`config.mk`:
```
export PLATFORM = sky130hd
export DESIGN_NAME = time_decoder
export DESIGN_NICKNAME = d
export VERILOG_FILES = /design/src/rtl/time_decoder.sv
export SDC_FILE = /design/constraint.sdc
export NUM_CORES = 1
export LEC_CHECK = 0
export CORE_AREA = 2 2 42 72
export CTS_CLUSTER_SIZE = 10
export DETAILED_ROUTE_END_ITERATION = 7
export DIE_AREA = 0 0 44 74
export GPL_ROUTABILITY_DRIVEN = 0
export PLACE_DENSITY_LB_ADDON = 0.08
export SLEW_MARGIN = 0
export SYNTH_ARGS = -nofsm -noshare
export SYNTH_HDL_FRONTEND = slang
export SYNTH_SLANG_ARGS = --single-unit
```
`constraint.sdc`:
```
create_clock -name clk -period 4.1 [get_ports clk]
set_input_delay 0.41 -clock clk [delete_from_list [all_inputs] [get_ports clk]]
set_output_delay 0.41 -clock clk [all_outputs]
set_load 0.05 [all_outputs]
```
`src/rtl/time_decoder.sv`:
```
// Keypad-side timer: shifts keyed BCD digits into an M:SS register in load mode
// and counts it down once per synchronized 1 Hz tick in count mode.
module time_decoder #(
    parameter int unsigned SEC_TENS_MAX = 5
) (
    input  logic       clk,
    input  logic       clear,
    input  logic       enablen,
    input  logic [3:0] bcd_input,
    input  logic       loadn,
    input  logic       pgt_1hz,
    output logic [3:0] min_ones,
    output logic [3:0] sec_tens,
    output logic [3:0] sec_ones,
    output logic       zero,
    output logic       running,
    output logic       done
);

    localparam int unsigned DW = 4;

    typedef enum logic [1:0] {
        S_LOAD    = 2'd0,
        S_COUNT   = 2'd1,
        S_EXPIRED = 2'd2
    } state_t;

    state_t        state;
    state_t        state_nxt;
    logic          pgt_s1;
    logic          pgt_s2;
    logic          pgt_s3;
    logic          loadn_s1;
    logic          loadn_s2;
    logic [DW-1:0] bcd_s1;
    logic [DW-1:0] bcd_s2;
    logic          tick;
    logic [DW-1:0] dec_m;
    logic [DW-1:0] dec_t;
    logic [DW-1:0] dec_o;
    logic [DW-1:0] m_nxt;
    logic [DW-1:0] t_nxt;
    logic [DW-1:0] o_nxt;
    logic          done_nxt;

    // Two-flop synchronizers; pgt s3 resets high so a level held through reset is not an edge
    always_ff @(posedge clk or posedge clear) begin
        if (clear) begin
            pgt_s1   <= 1'b0;
            pgt_s2   <= 1'b0;
            pgt_s3   <= 1'b1;
            loadn_s1 <= 1'b1;
            loadn_s2 <= 1'b1;
            bcd_s1   <= '0;
            bcd_s2   <= '0;
        end else begin
            pgt_s1   <= pgt_1hz;
            pgt_s2   <= pgt_s1;
            pgt_s3   <= pgt_s2;
            loadn_s1 <= loadn;
            loadn_s2 <= loadn_s1;
            bcd_s1   <= bcd_input;
            bcd_s2   <= bcd_s1;
        end
    end

    assign tick    = pgt_s2 & ~pgt_s3;
    assign zero    = (min_ones == '0) && (sec_tens == '0) && (sec_ones == '0);
    assign running = (state == S_COUNT);

    // Digit-wise BCD decrement; tens above 5 are not normalized
    always_comb begin
        dec_m = min_ones;
        dec_t = sec_tens;
        dec_o = sec_ones;
        if (sec_ones != '0) begin
            dec_o = sec_ones - DW'(1);
        end else begin
            dec_o = DW'(9);
            if (sec_tens != '0) begin
                dec_t = sec_tens - DW'(1);
            end else begin
                dec_t = DW'(SEC_TENS_MAX);
                dec_m = min_ones - DW'(1);
            end
        end
    end

    always_comb begin
        state_nxt = state;
        m_nxt     = min_ones;
        t_nxt     = sec_tens;
        o_nxt     = sec_ones;
        done_nxt  = 1'b0;
        case (state)
            S_LOAD: begin
                if (!enablen) begin
                    state_nxt = S_COUNT;
                end else if (tick && !loadn_s2 && (bcd_s2 <= DW'(9))) begin
                    m_nxt = sec_tens;
                    t_nxt = sec_ones;
                    o_nxt = bcd_s2;
                end
            end
            S_COUNT: begin
                if (enablen) begin
                    state_nxt = S_LOAD;
                end else if (zero) begin
                    state_nxt = S_EXPIRED;
                end else if (tick) begin
                    m_nxt = dec_m;
                    t_nxt = dec_t;
                    o_nxt = dec_o;
                    if ((dec_m == '0) && (dec_t == '0) && (dec_o == '0)) begin
                        state_nxt = S_EXPIRED;
                        done_nxt  = 1'b1;
                    end
                end
            end
            S_EXPIRED: begin
                if (enablen) begin
                    state_nxt = S_LOAD;
                end
            end
            default: begin
                state_nxt = S_LOAD;
            end
        endcase
    end

    always_ff @(posedge clk or posedge clear) begin
        if (clear) begin
            state    <= S_LOAD;
            min_ones <= '0;
            sec_tens <= '0;
            sec_ones <= '0;
            done     <= 1'b0;
        end else begin
            state    <= state_nxt;
            min_ones <= m_nxt;
            sec_tens <= t_nxt;
            sec_ones <= o_nxt;
            done     <= done_nxt;
        end
    end

endmodule

```
# After elaboration in Yosys (flattened, before gate mapping)
# Cells that the tools add are included.
# word_totals
elab_cells	83
ff_bits	28
output_inout_bits	15
inputBits	9
# op_classes
mux	35
reduce_logical	19
bitwise_logic	2
add_sub_neg	3
eq_ne	11
order_cmp	1
# op_table
operator	count
$mux 4	20
$logic_not 4->1	6
$pmux 4 s2	3
$mux 2	6
$ne 2x2->1 const B	6
$sub 4x1->4 const B	3
$ne 4x3->1 const B	2
$reduce_bool 4->1	2
$logic_and 1x1->1	6
$pmux 2 s3	1
$reduce_and 6->1	1
$mux 1	5
$le 4x4->1 const B	1
$reduce_and 4->1	1
$eq 2x1->1 const B	1
$eq 2x2->1 const B	1
$logic_not 2->1	1
$ne 2x1->1 const B	1
$reduce_bool 2->1	1
$and 1x1->1	1
$logic_not 1->1	1
$not 1->1	1

# Logic depth before layout (Yosys ltp)
# Gate-level depths: netlist (run 1).
# depth
depth_word	11
mapped_depth	8
mapped_depth_nobuf	7

# Worst setup path after synthesis (run 1)
# Ideal clock, no wire load.
# synth_timing
path_type	register -> register
from	register sec_ones[0]
to	register state[1]
t_arrival_ns	2.268
required_time_ns	4.033
slack_ns	1.765
path_stages_with_launch	8
setup_ns	0.067
synth_period_minus_slack_ns	2.335
path_buffers	2
cell_sequence	dfrtp_1 -> buf_6 -> or3_1 -> buf_6 -> o41ai_4 -> a211oi_2 -> or4b_1 -> nand2_1
# synth_via
elab_chain_cells	7
word_cells_on_any_way	18
cone_classes	add/sub (1); eq/ne (2); mux (6); reduce/logical (9)
# synth_lines
item	line	text
start, declared	14	output logic [3:0] sec_ones,
start signal, assigned	142	sec_ones <= o_nxt;
branches (longest 7 deep; another with $sub 4x1->4)	--	
end signal, assigned	139	state <= state_nxt;
end, declared	28	state_t state;
# Parallel ways; which one is timed is not known.
# A chain may end at the register's enable or synchronous reset.

# Worst setup path after layout (run 1)
# layout_timing
from	register state[1]
to	output running
# layout_via
elab_chain_cells	1
# layout_lines
item	line	text
$eq 2x1->1	69	assign running = (state == S_COUNT);
end, declared	16	output logic running,
# No other way between the ends.

==> reports/results.tsv, run 1 <==
metric	value	unit
cts_hold_buf	0	
clkLatencyLatePin	0.27	ns
start_util	0.529	
clock_skew	0.00488	ns
clockRootBuffer	clkbuf_8	
top_usage_layer	met2	
rows	25	
cts_htree_levels	1	
path_clk_slew	0.09	ns
tightest_slew	1.23	ns
status	completed	
antenna_found_initial	0	
ys_seq_area_frac	0.495	
synth-main-ff-cell	dfrtp_1	
ir_worst_vdd	0.000558	V
synth_fa_ha_area_frac	0.0176	
synth_xor_area_frac	0	
grtUsageMet2	0.392	
hp-class	reg -> reg	
wirelength	3140	µm
ctsResizeCount	0	
p_leak	0.706	nW
synth_area_per_cell	9.89	µm²
slew_headroom	0.176	
yosysWarnings	0	
synthTopCellsByArea	dfrtp_1 (44%), a21oi_1 (5.6%), dfstp_2 (5.5%)	
grt_usage	0.219	
areaGrowthSynthToFinish	20.3	%
drv_slew	0	
synth_edf_count	0	
io-pin-count	24	
grt_pass1_vias	1165	
gr-usage-met1	0.260	
fp.dieH	74	µm
synthArstFlopShare	1.00	
drive_gt1_frac	0.0859	
drt-wirelength-per-cell	16.5	µm
grt_overflow_total	0	
rrSetupSlack	1.47	ns
synth_top_family_by_area	compound AO/OA/AOI/OAI gates	
numCtsBuffers	3	
fin_util	0.637	
met3_usage	0.0316	
fin_ws	1.23	ns
timing.final.crit_share	0.701	
synth_cell_type_count	43	
netlist_area	1420	µm²
grt_max_degree	29	
drtPass1Iterations	4	
place_area	1640	µm²
multi_input_area	647	µm²
start_kind	flip-flop	
grt_pass1_wl	5380	µm
synth_simple_gate_area_share	0.197	
postRouteAntennaNets	0	
cts_sinks	28	
cts_tree	done	
dp_hpwl	2260	µm
whs	0.356	ns
design_area	1710	µm²
crit_path_end_kind	primary output	
die_w	44	µm
critPathKind	reg -> out	
cap_violations	0	
synthMuxAreaShare	0.00703	
fmaxAchievable	0.348	GHz
synth_fp_nets	155	
clockBufferDepth	2	
post_cts_buffers	0	
postSynthCellCount	144	
final_common_cell	dfrtp_1	
p_per_area	727	nW/µm²
fin_nets	175	
dp_slack	1.48	ns
drc_errors	0	
diodes	0	
port-buffer-count	23	
regArea	704	µm²
via_per_inst	6.43	
setup_viol	0	
layout_common_cells	dfrtp_1 (25), clkdlybuf4s50_1 (23), nor2_1 (17), a21oi_1 (16), o21ai_0 (8)	
num_vias	1221	
hold_viol	0	
drtIter0Drc	44	
core	2690	µm²
cp.arrival	2.46	ns
yosys.area.top_type	dfrtp_1	
nFillCells	224	
finalCriticalPeriod	2.87	ns
dieArea	3260	µm²
synth_compound_gate_area_share	0.233	
tns	0	ns
synth-seq-cells	28	
worstPathMaxFanout	16	
rsz0062_at_grt	no	
synth.top_cell.area_share	0.439	
crit_required	3.69	ns
==> routing by layer <==
metal	vias to the layer above	wire length (µm)
met5	-	0
met4	0	31
met3	4	151
met2	51	1720
met1	595	1240
li1	571	-
==> synthesized netlist by cell type (all sizes together), types with 2 or more instances <==
| library cell | number |
|---|---|
| nor3b | 2 |
| a2111oi | 2 |
| or2 | 2 |
| or3 | 2 |
| nor3 | 6 |
| o21ai | 9 |
| nor2b | 2 |
| nand2 | 5 |
| a21oi | 16 |
| and3 | 3 |
| nor4 | 2 |
| nor4b | 2 |
| dfstp | 3 |
| nand4 | 3 |
| o22ai | 2 |
| inv | 7 |
| a32oi | 2 |
| nor2 | 17 |
| a31oi | 2 |
| buf | 3 |
| o22a | 6 |
| dfrtp | 25 |
| clkbuf | 5 |
| ha | 2 |
==> flip-flops by register name (all words and copies together), names as in the netlist <==
register and cells:
sec_tens 4, bcd_s2 4, pgt_s2 1, loadn_s1 1, state 2, pgt_s1 1
pgt_s3 1, loadn_s2 1, min_ones 4, bcd_s1 4, done 1, sec_ones 4
==> kinds of logic (layout without fill, tap and decap cells) <==
kind of cell / after synthesis / in the layout
AO/OA/AOI/OAI: 47 / 47
adder cells (fa/ha/maj): 2 / 2
buffers and inverters: 15 / 34
flip-flops: 28 / 28
multiplexers: 1 / 1
AND/OR/NAND/NOR: 51 / 51
==> power by group <==
group          internal [mW]  total (mW)  switching [mW]  leakage [nW]
sequential             0.331       0.446           0.115         0.336
clock                  0.131       0.216          0.0856        0.0357
combinational          0.213       0.583           0.370         0.334
total                  0.674        1.24           0.571         0.706
==> stage by stage <==
stage	power, mW	std cells
global placement	1.02	186
finish	1.24	190
global route	1.32	190
CTS	1.25	190
detailed placement	1.03	186
floorplan	0.864	144
==> area by class of cell <==
| class | count | share of cell area |
|---|---|---|
| sequential | 28 | 0.411 |
| multi-input combinational | 101 | 0.378 |
| timing repair buffer | 23 | 0.134 |
| clock buffer | 3 | 0.0241 |
| tap | 27 | 0.0197 |
| clock inverter | 1 | 0.0175 |
| inverter | 7 | 0.0153 |
==> worst paths after layout <==
path / depth (start not counted) / to / startpoint
max: 3 / running / state[1]
min: 0 / bcd_s2[3] / bcd_s1[3]
max reg2reg: 7 / min_ones[1] / min_ones[0]
min reg2reg: 0 / bcd_s2[3] / bcd_s1[3]
max in group asynchronous: 2 / sec_tens[3] / clear
min in group asynchronous: 2 / sec_tens[2] / clear
==> critical path: stages (launching register included) <==
cell             delay [ns]
dfrtp_1                0.42
nand2b_1               0.43
inv_1                  0.46
clkdlybuf4s50_1        0.89
Note: power is estimated with default switching activity, not from simulation.
==> run 2, diff against run 1 <==
--- a/config.mk
+++ b/config.mk
@@ -5,10 +5,10 @@
 export SDC_FILE = /design/constraint.sdc
 export NUM_CORES = 1
 export LEC_CHECK = 0
-export CORE_AREA = 2 2 42 72
+export CORE_AREA = 2 2 43 75
 export CTS_CLUSTER_SIZE = 10
 export DETAILED_ROUTE_END_ITERATION = 7
-export DIE_AREA = 0 0 44 74
+export DIE_AREA = 0 0 45 77
 export GPL_ROUTABILITY_DRIVEN = 0
 export PLACE_DENSITY_LB_ADDON = 0.08
 export SLEW_MARGIN = 0
==> constraint.sdc (replaced) <==
create_clock -name clk -period 3 [get_ports clk]
set_input_delay 0.3 -clock clk [delete_from_list [all_inputs] [get_ports clk]]
set_output_delay 0.3 -clock clk [all_outputs]
set_load 0.05 [all_outputs]
==> run 2 against run 1 <==
First-iteration DRC count grew 2.3%. Via count shrank 2.0%. Register-to-register slack lost 0.72 ns. Clock skew shrank 0.00096 ns. Critical endpoint is now zero. Largest power group unchanged. Highest routed layer unchanged.
==> reports/results.tsv, run 2 (same netlist as run 1, synthesis figures left out) <==
metric	value	unit	change
status	completed		
start_util	0.497		-0.0319
io-pin-count	24		unchanged
port-buffer-count	23		unchanged
p_per_area	984	nW/µm²	+35%
rows	26		+4.0%
grt_usage	0.197		-0.0222
drive_gt1_frac	0.0970		+0.0111
cp.arrival	2.38	ns	-0.08 ns
dieArea	3470	µm²	+6.4%
cpPeakStageDelay	0.81	ns	-0.08 ns
path_cells	inv_1, ha_1, nor3b_1, nand4_1, inv_1, clkdlybuf4s50_1		
p_leak	0.715	nW	+1.3%
wirelength	3100	µm	-1.5%
crit_path_end_kind	primary output		
layout_common_cells	dfrtp_1 (25), clkdlybuf4s50_1 (23), nor2_1 (17), a21oi_1 (16), o21ai_0 (8)		
tightest_slew	1.01	ns	-0.218 ns
core	2860	µm²	+6.4%
clockRootBuffer	clkbuf_8		
clkLatencyLatePin	0.28	ns	about the same
numCtsBuffers	3		unchanged
fin_nets	177		+1.1%
postRouteAntennaNets	0		unchanged
grt_overflow_total	0		unchanged
clock_skew	0.00392	ns	-0.000964 ns
drc_errors	0		unchanged
dp_hpwl	2320	µm	+2.6%
fmaxAchievable	0.373	GHz	
whs	0.360	ns	+0.00415 ns
ir_worst_vdd	0.000569	V	+2.0%
hp-class	reg -> reg		
drtIter0Drc	45		+2.3%
diodes	0		unchanged
grt_pass1_vias	1183		+1.5%
clockBufferDepth	2		unchanged
hold_viol	0		unchanged
slowest_stage	clkdlybuf4s50_1		
drt-wirelength-per-cell	16.0	µm	-3.0%
die_w	45	µm	+2.3%
path_delay_family	buffers and inverters		
worstPathMaxFanout	9		-7
rsz0062_at_grt	no		
cts_hold_buf	0		unchanged
grt_pass1_wl	5140	µm	-4.5%
fp.dieH	77	µm	+4.1%
areaGrowthSynthToFinish	21.4	%	
start_kind	flip-flop		
cts_sinks	28		unchanged
cts_htree_levels	1		unchanged
cts_tree	done		
crit_required	2.70	ns	-0.99 ns
finalCriticalPeriod	2.68	ns	
via_per_inst	6.20		-3.6%
drv_slew	0		unchanged
cap_violations	0		unchanged
grt_max_degree	29		unchanged
critPathKind	reg -> out		
ctsResizeCount	0		unchanged
path_buf_inv	3		+1
num_vias	1196		-2.0%
slew_headroom	0.324		+0.148
timing.final.crit_share	0.893		
path_clk_slew	0.09	ns	about the same
crit_top_cell	inv_1		
tns	0	ns	unchanged
drtPass1Iterations	4		unchanged
antenna_found_initial	0		unchanged
post_cts_buffers	0		unchanged
final_common_cell	dfrtp_1		
setup_viol	0		unchanged
fin_util	0.604		-0.0327
## run 2: changes by cell type in the layout (fill, tap and decap cells not counted), sizes merged
cell  change
buf       +2
## run 2: layer usage
| layer | wire (µm) | global-route usage | vias to the layer above | share of wire |
|---|---|---|---|---|
| met2 | 1670 | 0.327 | 38 | 0.54 |
| met5 | 0 | 0 | - | 0 |
| li1 | - | - | 574 | - |
| met3 | 109 | 0.0259 | 7 | 0.035 |
| met1 | 1240 | 0.236 | 577 | 0.40 |
| met4 | 78 | 0.100 | 0 | 0.025 |
## run 2: final cells by class
class,instances,area (µm²)
multi-input combinational,101,647
fill,253,1130
clock buffer,3,41.3
sequential,28,704
tap,28,35.0
clock inverter,1,30.0
timing repair buffer,25,245
inverter,7,26.3
## run 2: per-stage QoR
stage                     cell area, µm²  setup WS [ns]  total power, mW  instances
after floorplan                     1420          0.665             1.18        144
after global placement              1660          0.680             1.40        189
after detailed placement            1660          0.637             1.41        189
after CTS                           1730          0.318             1.71        193
after global routing                1730          0.220             1.80        193
final                               1730          0.320             1.70        193
## run 2: report_power, final
part	total, mW	switching, mW	internal, mW
clock network	0.296	0.117	0.179
logic	0.807	0.513	0.293
registers	0.599	0.147	0.452
## run 2: final timing paths
| kind | start | end | slack [ns] | cells after the start |
|---|---|---|---|---|
| worst max-delay path | min_ones[0] | zero | 0.32 | 6 |
| worst min-delay path | loadn_s1 | loadn_s2 | 0.36 | 0 |
| worst max register to register | sec_ones[0] | state[0] | 0.75 | 5 |
| worst min register to register | loadn_s1 | loadn_s2 | 0.36 | 0 |
| max in group asynchronous | clear | bcd_s2[3] | 1.83 | 2 |
| min in group asynchronous | clear | pgt_s1 | 0.56 | 2 |
==> run 3, diff against run 2 <==
--- a/config.mk
+++ b/config.mk
@@ -10,7 +10,8 @@
 export DETAILED_ROUTE_END_ITERATION = 7
 export DIE_AREA = 0 0 45 77
 export GPL_ROUTABILITY_DRIVEN = 0
-export PLACE_DENSITY_LB_ADDON = 0.08
+export GPL_TIMING_DRIVEN = 1
+export PLACE_DENSITY_LB_ADDON = 0.12
 export SLEW_MARGIN = 0
 export SYNTH_ARGS = -nofsm -noshare
 export SYNTH_HDL_FRONTEND = slang
==> run 3 against run 2 <==
Flip-flop and latch count is the same. Die area is the same. Non-clock buffer count is the same. Largest cell class unchanged. Fmax shrank 0.88%. Critical endpoint unchanged.
==> reports/results.tsv, run 3 (same netlist as run 1, synthesis figures left out) <==
metric	value	unit	change
min_from	bcd_s1[0]		
pwr-share-seq	0.354		+0.002
dp.cells	189		unchanged
diodes	0		unchanged
grt_pass1_vias	1217		+2.9%
postRouteAntennaNets	0		unchanged
drive_gt1_frac	0.0970		unchanged
die_w	45	µm	unchanged
numCtsBuffers	3		unchanged
clockBufferDepth	2		unchanged
core	2860	µm²	unchanged
start_util	0.497		unchanged
start_kind	flip-flop		
drc_errors	0		unchanged
finalCriticalPeriod	2.70	ns	+0.0238 ns
fin_nets	177		unchanged
setup_viol	0		unchanged
drt-wirelength-per-cell	16.8	µm	+4.9%
cp.arrival	2.40	ns	+0.02 ns
grt_overflow_total	0		unchanged
crit_path_end_kind	primary output		
power.net_switching	0.781	mW	+0.50%
nFillCells	244		-3.6%
dp_hpwl	2320	µm	+0.10%
power	1.70	mW	+0.11%
tns	0	ns	unchanged
finalNonFillerCells	193		unchanged
ctsResizeCount	0		unchanged
rrSetupSlack	0.74	ns	about the same
slew_headroom	0.311		-0.0128
port-buffer-count	23		unchanged
worst_r2r_startpoint	sec_ones[0]		
p_int	0.922	mW	-0.22%
whs_path_depth	0		unchanged
sw_frac_of_total	0.459		+0.00178
cap_violations	0		unchanged
via_per_inst	6.48		+4.6%
critPathKind	reg -> out		
path_clk_slew	0.10	ns	about the same
ir_worst_vdd	0.000597	V	+4.9%
p_per_area	985	nW/µm²	+0.11%
crit_required	2.70	ns	about the same
antenna_found_initial	0		unchanged
wirelength	3250	µm	+4.9%
fin_util	0.604		unchanged
power_frac_clock	0.175		about the same
io-pin-count	24		unchanged
grt_pass1_wl	5490	µm	+6.8%
rr_worst_depth	5		unchanged
drtPass1Iterations	4		unchanged
p_leak	0.715	nW	unchanged
rsz0062_at_grt	no		
comb_power_share	0.471		-0.003
num_vias	1251		+4.6%
cts_tree	done		
dieArea	3470	µm²	unchanged
layout_common_cells	dfrtp_1 (25), clkdlybuf4s50_1 (23), nor2_1 (17), a21oi_1 (16), o21ai_0 (8)		
grt_max_degree	29		unchanged
regToRegEndpoint	state[0]		
areaGrowthSynthToFinish	21.4	%	unchanged
fp.dieH	77	µm	unchanged
hold_viol	0		unchanged
post_cts_buffers	0		unchanged
status	completed		
clkLatencyLatePin	0.28	ns	about the same
clock_skew	0.00312	ns	-0.000800 ns
timing.final.crit_share	0.901		+0.00795
final_common_cell	dfrtp_1		
cts_hold_buf	0		unchanged
clockRootBuffer	clkbuf_8		
drv_slew	0		unchanged
tightest_slew	1.03	ns	+0.0192 ns
rows	26		unchanged
cts_htree_levels	1		unchanged
worstPathMaxFanout	9		unchanged
whs	0.360	ns	-0.000549 ns
hold_path_end	bcd_s2[0]		
drtIter0Drc	56		+24%
fmaxAchievable	0.370	GHz	-0.88%
hp-class	reg -> reg		
cts_sinks	28		unchanged
grt_usage	0.210		+0.0129
[run 3: cell counts in the layout (fill, tap and decap cells not counted)]
No cell type changed its count.
[run 3: how the worst max path moves through the flow]
stage | endpoint | from | slack, ns | cells past startpoint
3_3_place_gp | zero | min_ones[0] | 0.67 | 6
2_1_floorplan | state[1] | sec_ones[0] | 0.67 | 7
5_1_grt | zero | min_ones[0] | 0.21 | 6
4_1_cts | zero | min_ones[0] | 0.29 | 6
3_5_place_dp | zero | min_ones[0] | 0.60 | 6
6_report | zero | min_ones[0] | 0.30 | 6
[run 3: cell type report]
type,instances,area (µm²),area share
Timing Repair Buffer,25,245,0.142
Tap cell,28,35.0,0.0203
Multi-Input combinational cell,101,647,0.374
Sequential cell,28,704,0.407
Inverter,7,26.3,0.0152
Clock buffer,3,41.3,0.0239
Clock inverter,1,30.0,0.0174
[run 3: critical path, stage by stage, from the launching register on]
cell and delay, ns:
dfrtp_1 0.47, inv_1 0.12, ha_1 0.14, nor3b_1 0.23, nand4_1 0.21, inv_1 0.14, clkdlybuf4s50_1 0.81
[run 3: per-stage QoR]
| stage | setup slack [ns] | cell area [µm²] |
|---|---|---|
| 5_1_grt | 0.207 | 1730 |
| 6_report | 0.296 | 1730 |
| 2_1_floorplan | 0.665 | 1420 |
| 3_3_place_gp | 0.668 | 1660 |
| 3_5_place_dp | 0.604 | 1660 |
| 4_1_cts | 0.290 | 1730 |
[run 3: routing by layer]
metal / GRT usage / wire, µm
met1: 0.244 / 1200
met2: 0.371 / 1820
met3: 0.0235 / 139
met4: 0.0794 / 91
met5: 0 / 0
[run 3: power groups by stage]
| stage | clock network (mW) | registers, mW | logic (mW) |
|---|---|---|---|
| after detailed placement | 0 | 0.603 | 0.800 |
| after global routing | 0.313 | 0.621 | 0.869 |
| after global placement | 0 | 0.595 | 0.793 |
| final | 0.298 | 0.603 | 0.802 |
| after CTS | 0.297 | 0.598 | 0.807 |
| after floorplan | 0 | 0.779 | 0.402 |
==> RTL edit 1 (settings of run 2) <==
Register the input `pgt_1hz` before use, without a reset. The logic sees it one clock later. The other inputs are not delayed to match.
--- a/src/rtl/time_decoder.sv
+++ b/src/rtl/time_decoder.sv
@@ -24,6 +24,12 @@
         S_COUNT   = 2'd1,
         S_EXPIRED = 2'd2
     } state_t;
+
+    logic pgt_1hz_q;
+
+    always_ff @(posedge clk) begin
+        pgt_1hz_q <= pgt_1hz;
+    end
 
     state_t        state;
     state_t        state_nxt;
@@ -54,7 +60,7 @@
             bcd_s1   <= '0;
             bcd_s2   <= '0;
         end else begin
-            pgt_s1   <= pgt_1hz;
+            pgt_s1   <= pgt_1hz_q;
             pgt_s2   <= pgt_s1;
             pgt_s3   <= pgt_s2;
             loadn_s1 <= loadn;
Formal check against the unedited RTL: not equivalent (Yosys sat finds a counterexample within 4 cycles, from zero or initial values).
==> RTL edit 1 against run 2 <==
- die area stayed put
- non-clock buffer count is 6 higher
- total power is 11% higher
- area after synthesis is 2.5% higher
- count of clock-buffer cells in the layout is 2 higher
- routed wire length is 4.7% higher
- global-route usage is 2.2 points higher
- fmax is 3.9% higher
- sequential cell count is 1 higher
- final area is 5.8% higher
- largest cell class unchanged
- critical path depth is 2 lower
- hold slack worse by 0.035 ns
- sequential share of layout area is 1.1 points lower
- setup slack better by 0.10 ns
==> RTL edit 1: results (changes against run 2) <==
Yosys
  • Syn nets: 152 (-1.9%)
  • Synth top area cells: dfrtp_1, dfstp_2, a21oi_1, nor2_1, o22a_1
  • Seq/Total Area, Yosys: 49.7% (+0.18 points)
  • Async set or reset register ratio after synthesis: 96.6% (-3.4 points)
  • Avg Synthesized Cell Area: 10.3 um^2 (+4.6%)
  • Commonest cells post-synth: dfrtp_1, nor2_1, a21oi_1
  • Distinct cell type count after synthesis: 44 (+2.3%)

Clock network
  • Clk slew on worst S/H paths: 0.07 ns (-0.02 ns)
  • CTS root buf: clkbuf_8
  • Num CTS Buffers: 5 (+2)
  • Max clock buf depth: 2 (unchanged)
  • # H-tree levels: 2 (+1)

GRT
  • Vias in the first global route: 1128 (-4.6%)
  • Met2 usage: 36.9% (+4.1 points)
  • Global Route Usage Sum: 21.9% (+2.2 points)
  • Met3 GRT Util: 4.24% (+1.6 points)
  • Met1 Use GR: 24.6% (+0.97 points)
  • Largest net degree at the start of global routing: 29 (unchanged)
  • First-pass GRT wire length: 5470 um (+6.4%)

Route
  • DR WL met3: 86 um (-21%)
  • Initial drt markers: 26 (-42%)
  • Drt first pass iters: 4 (unchanged)
  • Met1 wire length: 1300 um (+5.6%)
  • Routed wire length: 3240 um (+4.7%)
  • DR vias: 1183 (-1.1%)
  • Met2 routed WL: 1760 um (+5.1%)

Critical path
  • CP peak stage delay: 0.56 ns (-0.25 ns)
  • R2r endpoint: min_ones[0]$_DFFE_PP0P_
  • Reg2reg start: sec_tens[2]$_DFFE_PP0P_
  • CP max-delay cell: or4_4
  • R2R setup slack: 0.69 ns (-0.06 ns)
  • Crit path arrival time: 2.28 ns (-0.10 ns)
  • Reg2reg path depth: 7 (+2)

Final layout
  • Non-Filler Instances: 201 (+4.1%)
  • Ant diodes: 0 (unchanged)
  • Post-layout util: 63.9% (+3.5 points)
  • Filler cell count: 246 (-2.8%)
  • Fraction of layout cells with a size suffix above 1: 18.5% (+8.8 points)
  • Final net count: 183 (+3.4%)

Run status
  • Status: complete, no violations

Worst hold path
  • Worst hold path class: flip-flop to flip-flop
  • Hold path startpoint: pgt_1hz_q$_DFF_P_
  • Worst Hold Path EP: pgt_s1$_DFF_PP0_
  • Cell count of the worst hold path: 0 (unchanged)

Place
  • Detailed Place HPWL: 2410 um (+3.9%)
  • DP Cell Count: 193 (+2.1%)
  • Worst slack, placed: 0.340 ns (-0.297 ns)
  • Cell Area, Placed: 1740 um^2 (+5.0%)

Power
  • Worst vdd rail ir drop: 663 uV (+16%)
  • Pleak: 0.765 nW (+7.0%)

Timing
  • Worst Max-Slew Pin Slew: 1.02 ns (+0.0123 ns)
  • Hold Slack: 0.325 ns (-0.0348 ns)
  • Worst Skew: 0.00773 ns (+0.00381 ns)
## RTL edit 1: critical path, delay by kind of cell, from the launching register on
family,cells,cell delay (ns)
and+or+nand+nor,3,1.09
DFF,1,0.47
buffers and inverters,1,0.43
## RTL edit 1: cell families (layout without fill, tap and decap cells)
kind of cell	count (synthesis)	count (layout)	share of synthesized area [%]
AOI/OAI and AO/OA	44	44	20.7
DFF	29	29	49.7
adders and majority gates	2	2	1.71
and+or+nand+nor	54	54	23.7
buffers and inverters	12	44	4.29
## RTL edit 1: what timing repair did
action                     in CTS  in global routing
setup endpoints to repair       0                  1
resized for setup               0                  1
hold endpoints to repair        0                  0
## RTL edit 1: worst max path at each step
| stage | start | end | slack (ns) | cells after the start |
|---|---|---|---|---|
| 2_1_floorplan | sec_ones[0]$_DFFE_PP0P_ | zero | 0.65 | 4 |
| 3_3_place_gp | sec_ones[3]$_DFFE_PP0P_ | zero | 0.36 | 4 |
| 3_5_place_dp | sec_ones[3]$_DFFE_PP0P_ | zero | 0.34 | 4 |
| 4_1_cts | sec_ones[3]$_DFFE_PP0P_ | zero | 0.03 | 4 |
| 5_1_grt | sec_ones[3]$_DFFE_PP0P_ | zero | 0.31 | 4 |
| 6_report | sec_ones[3]$_DFFE_PP0P_ | zero | 0.42 | 4 |
## RTL edit 1: where the power goes
group / total (mW) / internal [mW] / switching [mW]
Combinational: 0.986 / 0.363 / 0.623
Clock: 0.312 / 0.159 / 0.153
Sequential: 0.586 / 0.477 / 0.108
Total: 1.88 / 1.00 / 0.884
## RTL edit 1: area by class of cell
cell class	instances	share of cell area, %
repair buffers	31	16.0
clock buffers	5	3.76
multi-input cells	100	36.7
inverters	5	1.03
clock inverters	3	0.958
well taps	28	1.92
flip-flops and latches	29	39.6
